### config.mk
export PLATFORM = sky130hd
export DESIGN_NAME = issueq_int_flat
export DESIGN_NICKNAME = d
export VERILOG_FILES = /design/src/rtl/issue_pkg.sv /design/src/rtl/issueq_int_if.sv /design/src/rtl/issueq_select.sv /design/src/rtl/issueq_int.sv /design/src/flat_wrapper.sv
export SDC_FILE = /design/constraint.sdc
export NUM_CORES = 1
export LEC_CHECK = 0
export CORE_MARGIN = 5
export CORE_UTILIZATION = 40
export CTS_BUF_LIST = sky130_fd_sc_hd__clkbuf_4 sky130_fd_sc_hd__clkbuf_8 sky130_fd_sc_hd__clkbuf_16
export CTS_CLUSTER_SIZE = 14
export DETAILED_ROUTE_END_ITERATION = 16
export GPL_ROUTABILITY_DRIVEN = 0
export HOLD_SLACK_MARGIN = 0.15
export PLACE_DENSITY_LB_ADDON = 0.25
export SYNTH_ARGS = -nofsm -noshare
export SYNTH_HDL_FRONTEND = slang
export SYNTH_HIERARCHICAL = 1
export SYNTH_SLANG_ARGS = --single-unit
### constraint.sdc
create_clock -name clk -period 4.7 [get_ports clk]
set_clock_uncertainty 0.2 [all_clocks]
set_input_delay 0.705 -clock clk [delete_from_list [all_inputs] [get_ports clk]]
set_output_delay 0.705 -clock clk [all_outputs]
set_load 0.005 [all_outputs]
### src/rtl/issue_pkg.sv
// Shared types for the issue queues: entry layout and the CDB wakeup helper.
package issue_pkg;
  localparam int TAG_W  = 6;
  localparam int DATA_W = 32;
  localparam int OPC_W  = 6;

  typedef struct packed {
    logic              valid;
    logic [OPC_W-1:0]  opcode;
    logic [DATA_W-1:0] rsdata;
    logic [TAG_W-1:0]  rstag;
    logic              rsvalid;
    logic [DATA_W-1:0] rtdata;
    logic [TAG_W-1:0]  rttag;
    logic              rtvalid;
    logic [TAG_W-1:0]  rdtag;
  } iq_entry_t;

  // Captures a matching CDB broadcast into any still-pending operand.
  // Also used at dispatch, which gives the same-cycle bypass.
  function automatic iq_entry_t iq_wake(iq_entry_t e, logic cv,
                                        logic [TAG_W-1:0] tag,
                                        logic [DATA_W-1:0] data);
    iq_entry_t r;
    r = e;
    if (e.valid && cv) begin
      if (!e.rsvalid && e.rstag == tag) begin
        r.rsdata  = data;
        r.rsvalid = 1'b1;
      end
      if (!e.rtvalid && e.rttag == tag) begin
        r.rtdata  = data;
        r.rtvalid = 1'b1;
      end
    end
    return r;
  endfunction
endpackage

### src/rtl/issueq_int_if.sv
// Dispatch, CDB and issue-bus signals of the integer issue queue.
interface issueq_int_if
  import issue_pkg::*;
#(
  parameter int CNT_W = 3
);
  logic              issueq_flush;
  logic              dispatch_en;
  logic [OPC_W-1:0]  dispatch_opcode;
  logic [DATA_W-1:0] dispatch_rsdata;
  logic [TAG_W-1:0]  dispatch_rstag;
  logic              dispatch_rsvalid;
  logic [DATA_W-1:0] dispatch_rtdata;
  logic [TAG_W-1:0]  dispatch_rttag;
  logic              dispatch_rtvalid;
  logic [TAG_W-1:0]  dispatch_rdtag;
  logic              cdb_valid;
  logic [TAG_W-1:0]  cdb_tagout;
  logic [DATA_W-1:0] cdb_out;
  logic              issueint_equeueint_done;
  logic              issueq_full;
  logic [CNT_W-1:0]  issueq_count;
  logic              issueint_ready;
  logic [OPC_W-1:0]  issueint_opcode;
  logic [DATA_W-1:0] issueint_rsdata;
  logic [DATA_W-1:0] issueint_rtdata;
  logic [TAG_W-1:0]  issueint_rdtag;

  modport master (
    output issueq_flush, dispatch_en, dispatch_opcode,
           dispatch_rsdata, dispatch_rstag, dispatch_rsvalid,
           dispatch_rtdata, dispatch_rttag, dispatch_rtvalid, dispatch_rdtag,
           cdb_valid, cdb_tagout, cdb_out, issueint_equeueint_done,
    input  issueq_full, issueq_count, issueint_ready, issueint_opcode,
           issueint_rsdata, issueint_rtdata, issueint_rdtag
  );

  modport slave (
    input  issueq_flush, dispatch_en, dispatch_opcode,
           dispatch_rsdata, dispatch_rstag, dispatch_rsvalid,
           dispatch_rtdata, dispatch_rttag, dispatch_rtvalid, dispatch_rdtag,
           cdb_valid, cdb_tagout, cdb_out, issueint_equeueint_done,
    output issueq_full, issueq_count, issueint_ready, issueint_opcode,
           issueint_rsdata, issueint_rtdata, issueint_rdtag
  );
endinterface

### src/rtl/issueq_select.sv
// Lowest-index priority encoder: one-hot grant plus any-request flag.
module issueq_select #(
  parameter int N = 4
) (
  input  logic [N-1:0] req,
  output logic [N-1:0] grant,
  output logic         any
);
  // Two's-complement trick isolates the least significant set bit.
  assign grant = req & (~req + N'(1));
  assign any   = |req;
endmodule

### src/rtl/issueq_int.sv
// Integer issue queue: age-ordered collapsing entries with CDB wakeup,
// oldest-ready select and single-op removal per cycle.
module issueq_int
  import issue_pkg::*;
#(
  parameter int DEPTH = 4,
  parameter int CNT_W = $clog2(DEPTH) + 1
) (
  input logic         clk,
  input logic         reset,
  issueq_int_if.slave bus
);
  iq_entry_t [DEPTH-1:0] q;
  iq_entry_t [DEPTH-1:0] nxt;
  iq_entry_t [DEPTH:0]   woke;
  iq_entry_t             new_e;
  logic [CNT_W-1:0]      count, count_nxt, slot;
  logic [DEPTH-1:0]      req, grant, shift;
  logic                  any, full, remove, accept;

  logic [OPC_W-1:0]  sel_opcode;
  logic [DATA_W-1:0] sel_rsdata, sel_rtdata;
  logic [TAG_W-1:0]  sel_rdtag;

  always_comb begin
    for (int i = 0; i < DEPTH; i++)
      req[i] = q[i].valid & q[i].rsvalid & q[i].rtvalid;
  end

  issueq_select #(.N(DEPTH)) u_sel (
    .req   (req),
    .grant (grant),
    .any   (any)
  );

  always_comb begin
    sel_opcode = '0;
    sel_rsdata = '0;
    sel_rtdata = '0;
    sel_rdtag  = '0;
    for (int i = 0; i < DEPTH; i++) begin
      if (grant[i]) begin
        sel_opcode = sel_opcode | q[i].opcode;
        sel_rsdata = sel_rsdata | q[i].rsdata;
        sel_rtdata = sel_rtdata | q[i].rtdata;
        sel_rdtag  = sel_rdtag  | q[i].rdtag;
      end
    end
  end

  assign full   = (count == CNT_W'(DEPTH));
  assign remove = bus.issueint_equeueint_done & any;
  // Full is judged on registered state, so a same-cycle removal cannot admit it.
  assign accept = bus.dispatch_en & ~full;
  assign slot   = count - CNT_W'(remove);

  always_comb begin
    new_e         = '0;
    new_e.valid   = 1'b1;
    new_e.opcode  = bus.dispatch_opcode;
    new_e.rsdata  = bus.dispatch_rsdata;
    new_e.rstag   = bus.dispatch_rstag;
    new_e.rsvalid = bus.dispatch_rsvalid;
    new_e.rtdata  = bus.dispatch_rtdata;
    new_e.rttag   = bus.dispatch_rttag;
    new_e.rtvalid = bus.dispatch_rtvalid;
    new_e.rdtag   = bus.dispatch_rdtag;
    new_e = iq_wake(new_e, bus.cdb_valid, bus.cdb_tagout, bus.cdb_out);
  end

  // Extra top slot stays empty so the collapse can read one past the end.
  always_comb begin
    woke[DEPTH] = '0;
    for (int i = 0; i < DEPTH; i++)
      woke[i] = iq_wake(q[i], bus.cdb_valid, bus.cdb_tagout, bus.cdb_out);
  end

  always_comb begin
    logic seen;
    seen = 1'b0;
    for (int i = 0; i < DEPTH; i++) begin
      seen     = seen | grant[i];
      shift[i] = remove & seen;
    end
  end

  always_comb begin
    for (int i = 0; i < DEPTH; i++) begin
      nxt[i] = shift[i] ? woke[i+1] : woke[i];
      if (accept && slot == CNT_W'(i))
        nxt[i] = new_e;
    end
  end

  assign count_nxt = count + CNT_W'(accept) - CNT_W'(remove);

  always_ff @(posedge clk or negedge reset) begin
    if (!reset) begin
      q     <= '0;
      count <= '0;
    end else if (bus.issueq_flush) begin
      q     <= '0;
      count <= '0;
    end else begin
      q     <= nxt;
      count <= count_nxt;
    end
  end

  assign bus.issueq_full     = full;
  assign bus.issueq_count    = count;
  assign bus.issueint_ready  = any;
  assign bus.issueint_opcode = sel_opcode;
  assign bus.issueint_rsdata = sel_rsdata;
  assign bus.issueint_rtdata = sel_rtdata;
  assign bus.issueint_rdtag  = sel_rdtag;
endmodule

### src/flat_wrapper.sv
// flat-port wrapper written by rule: the top's interface ports become plain ports
module issueq_int_flat import issue_pkg::*;
#(
  parameter int DEPTH = 4,
  parameter int CNT_W = $clog2(DEPTH) + 1
)
  (clk, reset, bus_issueq_flush, bus_dispatch_en, bus_dispatch_opcode, bus_dispatch_rsdata, bus_dispatch_rstag, bus_dispatch_rsvalid, bus_dispatch_rtdata, bus_dispatch_rttag, bus_dispatch_rtvalid, bus_dispatch_rdtag, bus_cdb_valid, bus_cdb_tagout, bus_cdb_out, bus_issueint_equeueint_done, bus_issueq_full, bus_issueq_count, bus_issueint_ready, bus_issueint_opcode, bus_issueint_rsdata, bus_issueint_rtdata, bus_issueint_rdtag);
  issueq_int_if #(.CNT_W(CNT_W)) bus_i ();
  input logic clk;
  input logic reset;
  input wire logic [$bits(bus_i.issueq_flush)-1:0] bus_issueq_flush;
  input wire logic [$bits(bus_i.dispatch_en)-1:0] bus_dispatch_en;
  input wire logic [$bits(bus_i.dispatch_opcode)-1:0] bus_dispatch_opcode;
  input wire logic [$bits(bus_i.dispatch_rsdata)-1:0] bus_dispatch_rsdata;
  input wire logic [$bits(bus_i.dispatch_rstag)-1:0] bus_dispatch_rstag;
  input wire logic [$bits(bus_i.dispatch_rsvalid)-1:0] bus_dispatch_rsvalid;
  input wire logic [$bits(bus_i.dispatch_rtdata)-1:0] bus_dispatch_rtdata;
  input wire logic [$bits(bus_i.dispatch_rttag)-1:0] bus_dispatch_rttag;
  input wire logic [$bits(bus_i.dispatch_rtvalid)-1:0] bus_dispatch_rtvalid;
  input wire logic [$bits(bus_i.dispatch_rdtag)-1:0] bus_dispatch_rdtag;
  input wire logic [$bits(bus_i.cdb_valid)-1:0] bus_cdb_valid;
  input wire logic [$bits(bus_i.cdb_tagout)-1:0] bus_cdb_tagout;
  input wire logic [$bits(bus_i.cdb_out)-1:0] bus_cdb_out;
  input wire logic [$bits(bus_i.issueint_equeueint_done)-1:0] bus_issueint_equeueint_done;
  output wire logic [$bits(bus_i.issueq_full)-1:0] bus_issueq_full;
  output wire logic [$bits(bus_i.issueq_count)-1:0] bus_issueq_count;
  output wire logic [$bits(bus_i.issueint_ready)-1:0] bus_issueint_ready;
  output wire logic [$bits(bus_i.issueint_opcode)-1:0] bus_issueint_opcode;
  output wire logic [$bits(bus_i.issueint_rsdata)-1:0] bus_issueint_rsdata;
  output wire logic [$bits(bus_i.issueint_rtdata)-1:0] bus_issueint_rtdata;
  output wire logic [$bits(bus_i.issueint_rdtag)-1:0] bus_issueint_rdtag;
  assign bus_i.issueq_flush = bus_issueq_flush;
  assign bus_i.dispatch_en = bus_dispatch_en;
  assign bus_i.dispatch_opcode = bus_dispatch_opcode;
  assign bus_i.dispatch_rsdata = bus_dispatch_rsdata;
  assign bus_i.dispatch_rstag = bus_dispatch_rstag;
  assign bus_i.dispatch_rsvalid = bus_dispatch_rsvalid;
  assign bus_i.dispatch_rtdata = bus_dispatch_rtdata;
  assign bus_i.dispatch_rttag = bus_dispatch_rttag;
  assign bus_i.dispatch_rtvalid = bus_dispatch_rtvalid;
  assign bus_i.dispatch_rdtag = bus_dispatch_rdtag;
  assign bus_i.cdb_valid = bus_cdb_valid;
  assign bus_i.cdb_tagout = bus_cdb_tagout;
  assign bus_i.cdb_out = bus_cdb_out;
  assign bus_i.issueint_equeueint_done = bus_issueint_equeueint_done;
  assign bus_issueq_full = bus_i.issueq_full;
  assign bus_issueq_count = bus_i.issueq_count;
  assign bus_issueint_ready = bus_i.issueint_ready;
  assign bus_issueint_opcode = bus_i.issueint_opcode;
  assign bus_issueint_rsdata = bus_i.issueint_rsdata;
  assign bus_issueint_rtdata = bus_i.issueint_rtdata;
  assign bus_issueint_rdtag = bus_i.issueint_rdtag;
  issueq_int #(.DEPTH(DEPTH), .CNT_W(CNT_W)) u_core (.clk(clk), .reset(reset), .bus(bus_i));
endmodule
### Word level (Yosys, flattened, before mapping)

Index checks and enable logic that the tools add are counted.

* bits in registers: 367
* input port bits: 134

* reduce and logical (&&, ||, !) cells: 39
* mux-type cells: 61
* $add $sub $neg: 4
* equality and inequality tests: 14
* bitwise operators: 32

Operators by type and width (number)
* $mux 32: 23
* $mux 91: 8
* $mux 364: 1
* $or 32x32->32: 6
* $mux 33: 5
* $eq 6x6->1: 10
* $mux 6: 8
* $or 6x6->6: 6
* $logic_and 1x1->1: 18
* $mux 1: 15
* $and 1x1->1: 14
* $reduce_bool 3->1: 4
* $reduce_bool 4->1: 3
* $logic_not 1->1: 10
* $eq 3x2->1 const B: 2
* $sub 3x1->3: 2
* $add 4x1->4 const B: 1
* $and 4x4->4: 1
* $not 4->4: 1
* $reduce_and 2->1: 2
* $reduce_or 4->1: 1
* $add 3x1->3: 1
* $eq 3x1->1 const B: 1
* $eq 3x3->1 const B: 1
* other kinds (4): 6

### Logic depth before layout (Yosys ltp)

* word-level depth: 12
* mapped depth: 16

### By module

Netlist, hierarchy kept.

Modules (own cells, without submodules)
* issueq_int: sequential area each 9183.8 µm², cells an instance 2290, instances 1, area an instance 22228.8 µm²
* issueq_select: sequential area each 0.0 µm², cells an instance 5, instances 1, area an instance 37.5 µm²

### Least setup slack after synthesis

OpenSTA, ideal clock, no wires.

* kind: reg2reg
* start: reg u_core/q[227] in the netlist's numbering
* end: reg u_core/q[236] in the netlist's numbering
* data arrival time: 3.905 ns
* clock period less this slack: 4.209 ns
* setup slack: 0.491 ns
* stages on the path, launching flop included: 17
* path through: dfrtp_1 clkbuf_1 clkbuf_1 and3_1 or4_1 and2_1 clkbuf_1 ha_1 ha_1 or2_2 a211o_1 clkbuf_1 buf_2 nand2_1 clkbuf_1 o31ai_1 a221oi_1

* elaborated cells between the ends (all ways): 19
* those cells by class: add/sub (2); eq/ne (1); mux (5); bitwise (7); reduce/logical (4)

RTL lines
* from (decl): line issueq_int.sv:13 `iq_entry_t [DEPTH-1:0] q;`
* from (signal assigned): line issueq_int.sv:105 `q <= nxt;`
* $and 1x1->1 * (2 in a row): line issueq_int.sv:27 `req[i] = q[i].valid & q[i].rsvalid & q[i].rtvalid;`
* via u_core.req[2]: line issueq_int.sv:18 `logic [DEPTH-1:0] req, grant, shift;`
* $reduce_or 4->1 *: line issueq_select.sv:11 `assign any = |req;`
* via bus_issueint_ready: line flat_wrapper.sv:27 `output wire logic [$bits(bus_i.issueint_ready)-1:0] bus_issueint_ready;`
* $and 1x1->1 *: line issueq_int.sv:52 `assign remove = bus.issueint_equeueint_done & any;`
* $sub 3x1->3: line issueq_int.sv:55 `assign slot = count - CNT_W'(remove);`
* $eq 3x2->1: line issueq_int.sv:90 `if (accept && slot == CNT_W'(i))`
* $logic_and 1x1->1: line issueq_int.sv:90
* $mux 91 *: line issueq_int.sv:90
* $mux 364 *: line issueq_int.sv:101 `end else if (bus.issueq_flush) begin`

Mark *: on every way through the listed nets, which the timed path passes. The rest lies on a longest branch. The select of a mux whose other input is x is not followed.
A chain may end at the register's enable or synchronous reset.

### Worst setup path in the final report

* start: reg u_core/q[90] in the netlist's numbering
* end: out bus_issueint_rsdata[29]

* elaborated cells between the ends (all ways): 12
* those cells by class: add/sub (1); mux (4); bitwise (7)

RTL lines
* $and 1x1->1 (2 in a row): line issueq_int.sv:27
* via u_core.req[0]: line issueq_int.sv:18
* $not 4->4: line issueq_select.sv:10 `assign grant = req & (~req + N'(1));`
* $add 4x1->4: line issueq_select.sv:10
* $and 4x4->4: line issueq_select.sv:10
* via u_core.grant[3]: line issueq_int.sv:18
* $mux 32: line issueq_int.sv:42 `if (grant[i]) begin`
* to (decl): line flat_wrapper.sv:29 `output wire logic [$bits(bus_i.issueint_rsdata)-1:0] bus_issueint_rsdata;`

The timed path passes the listed nets, and every way through them passes these cells.

==> reports/qor.txt <==
outcome -> completed
R2R Path End -> u_core/q[78]$_DFFE_PN0P_
Hold WS -> 0.315 ns
Num Clock Sinks -> 367
drt wl/cell -> 28.4 µm
commonest cells in the synthesized netlist -> dfrtp_1 (367), nand2_1 (243), mux2i_1 (224)
top-count cell post-synth -> dfrtp_1
gr busiest metal -> met2
Remaining DRCs -> 0
CTS tree -> built
Post-synth EDFFs -> 0
power density over cell area -> 366 mW/mm²
prevailing post-synth register cell -> dfrtp_1
Final period util -> 91.7%
Slew HR -> 19.1%
port bufs -> 214
largest net degree at the start of global routing -> 87
Max-Cap Viols -> 0
layout cells sized above 1 -> 10.2%
crit path from -> u_core/q[90]$_DFFE_PN0P_
max frequency -> 0.232 GHz
first-pass GRT wire length -> 135000 µm
crit path DAT -> 3.40 ns
final setup violation count -> 0
Final Hold Fails -> 0
Layout Area Growth over Synthesis -> 20.0%
Layout Nets -> 2485
Switch Pwr -> 3.07 mW
htree depth -> 2
met3 Resource Use GR -> 6.92%
Core Area -> 0.0551 mm²
via count -> 21500
Switching Share -> 31.4%
crit path capture type -> primary output
P_int -> 6.72 mW
# resized after CTS -> 0
measured slew at the worst slew-check pin -> 1.21 ns
1st-iter DRT viols -> 2561
row cnt -> 86
combinational power share -> 21.4%
Die W -> 246 µm
top cells by area, synth -> dfrtp_1 (41%), mux2i_1 (10%), a22oi_1 (5.1%)
register bit count reported by yosys -> 367
initial antenna violation count -> 1
post-route ant nets -> 0
GRT met1 Usage -> 36.8%
Setup crit start kind -> flop
critical path's slowest cell -> clkdlybuf4s50_1
VDD IR-drop max -> 0.000259 V
Critical Path RT -> 3.80 ns
Worst Reg-to-Reg Cells -> 10
Final Total Pwr -> 9.79 mW
HPWL Detailed -> 51100 µm
Clock Tree Root -> clkbuf_16
Yosys top cell by area -> dfrtp_1
RSZ-0062 raised after global routing -> false
Starting Density -> 40.4%
leakage power -> 11.1 nW
Final Routed Wirelength -> 88800 µm
Clk pin slew, worst setup/hold paths -> 0.06 ns
type of the worst setup path -> flop to primary output
clk_lat worst skew -> 0.58 ns
Ports -> 215
vias in the first global route -> 21900
Global Route met2 Usage -> 46.0%
Ys Warns -> 6
ANT cells -> 0
First-pass DRT Iterations -> 7
Num CTS Buffers -> 44
Seq/Total Area, Yosys -> 41.2%
Multi-input gate area -> 0.0121 mm²
Yosys cell types -> 62
Final min period -> 4.31 ns
DR vias/cell -> 6.88
Layout fillers -> 5166
Sequential Power Share -> 40.5%
RR Startpoint -> u_core/q[97]$_DFF_PN0_
post-synth net total -> 2434
CP max FO -> 78
register area -> 0.00919 mm²
gr usage total -> 28.3%
setup_tns -> 0 ns
Remaining Overflow, GRT -> 0
die footprint -> 0.0605 mm²
maximum clock insertion buffer count -> 3
fin. max-slew vios -> 0
clock power share -> 38.2%
Post-Synthesis Cells -> 2295
Post-synth ARST share -> 100%
CP Cell Sequence -> and3_4, buf_4, nor4b_2, buf_12, a22oi_1, nand2_1, clkdlybuf4s50_1
r2r setup slk -> 0.53 ns
die height -> 246 µm
Synth top area share -> 41.2%
Syn Area/Cell -> 9.70 µm²
Mapped Area -> 0.0223 mm²
crit-path max cell delay -> 0.55 ns
CP endpoint -> bus_issueint_rsdata[29]
Hold Crit Class -> flop to flop
-- metal layers --
| layer | routed length (µm) | vias to the layer above |
|---|---|---|
| li1 | - | 9003 |
| met1 | 34900 | 11000 |
| met2 | 41700 | 1300 |
| met3 | 9200 | 231 |
| met4 | 2970 | 2 |
| met5 | 13 | - |
-- power by group through the flow --
stage / clock, mW / sequential (mW) / combinational [mW]
final: 3.74 / 3.96 / 2.09
after global routing: 3.91 / 4.01 / 2.24
after CTS: 3.79 / 3.94 / 2.06
after detailed placement: 0 / 3.99 / 2.05
after global placement: 0 / 3.97 / 2.00
after floorplan: 0 / 3.90 / 1.27
-- per-stage QoR --
stage / util [%] / instances / worst slack (ns) / area, µm²
after floorplan: - / 2295 / 0.491 / 22300
after global placement: 45.6 / 3047 / 0.675 / 25100
after detailed placement: 45.6 / 3047 / 0.626 / 25100
after CTS: 48.5 / 3129 / 0.388 / 26700
after global routing: 48.5 / 3129 / 0.339 / 26700
final: 48.5 / 3129 / 0.391 / 26700
-- worst min path at each step --
stage	to	cells after the start	start
3_5_place_dp	u_core/q[66]$_DFFE_PN0P_	2	u_core/q[66]$_DFFE_PN0P_
2_1_floorplan	u_core/bus.issueq_count[0]$_DFF_PN0_	0	reset
6_report	u_core/q[66]$_DFFE_PN0P_	2	u_core/q[66]$_DFFE_PN0P_
3_3_place_gp	u_core/q[41]$_DFFE_PN0P_	2	u_core/q[41]$_DFFE_PN0P_
5_1_grt	u_core/q[13]$_DFFE_PN0P_	2	u_core/q[13]$_DFFE_PN0P_
4_1_cts	u_core/q[13]$_DFFE_PN0P_	2	u_core/q[13]$_DFFE_PN0P_
-- timing repair --
action / in CTS / in global routing
setup buffers: 0 / 0
endpoints found under the hold margin: 77 / 0
hold buffers: 1 / 0
-- kinds of logic after synthesis --
logic type	synth area share, %
muxes	12.1
and+or+nand+nor	11.4
xor gates and xnor gates	2.44
buffers and inverters	5.49
DFF	41.2
adders and majority gates	0.315
AOI/OAI and AO/OA	27.0
-- layout make-up --
cell class | count | area share [%]
clock buffers | 69 | 5.24
clock inverters | 12 | 0.735
inverters | 9 | 0.126
multi-input cells | 1638 | 45.3
flip-flops and latches | 367 | 34.4
well taps | 748 | 3.50
repair buffers | 286 | 10.8
-- registers in the layout, indices dropped and copies added (netlist names) --
register / flops
u_core/bus.issueq_count: 3
u_core/q: 364
-- critical path: cells and delay by family, from the launching register on --
kind            cells  cell delay (ns)
simple gates        3             0.86
flops               1             0.42
buf+inv             3             1.36
compound gates      1             0.15
-- placed cells by master, fill, tap and decap left out, drive strengths merged, types with 3 or more instances in the layout --
cell and instances:
a31oi 3, and2 4, o31ai 67, nand4 4, a211oi 67, a221oi 64, bufinv 5, nand2b 4
clkbuf 69, nor4 12, clkinv 7, xor2 28, mux2 32, xnor2 34, o32ai 4, a22oi 152
nor3 14, buf 73, a211o 3, nor4b 34, ha 4, or3 3, inv 9, and3 6
nor2 150, or4 4, o22ai 100, o221ai 96, nand2 243, a2111oi 32, clkdlybuf4s50 212, a311oi 72
a22o 24, dfrtp 367, mux2i 224, a21boi 64, nand3 70
No activity file was read; power rests on OpenSTA's default activity.
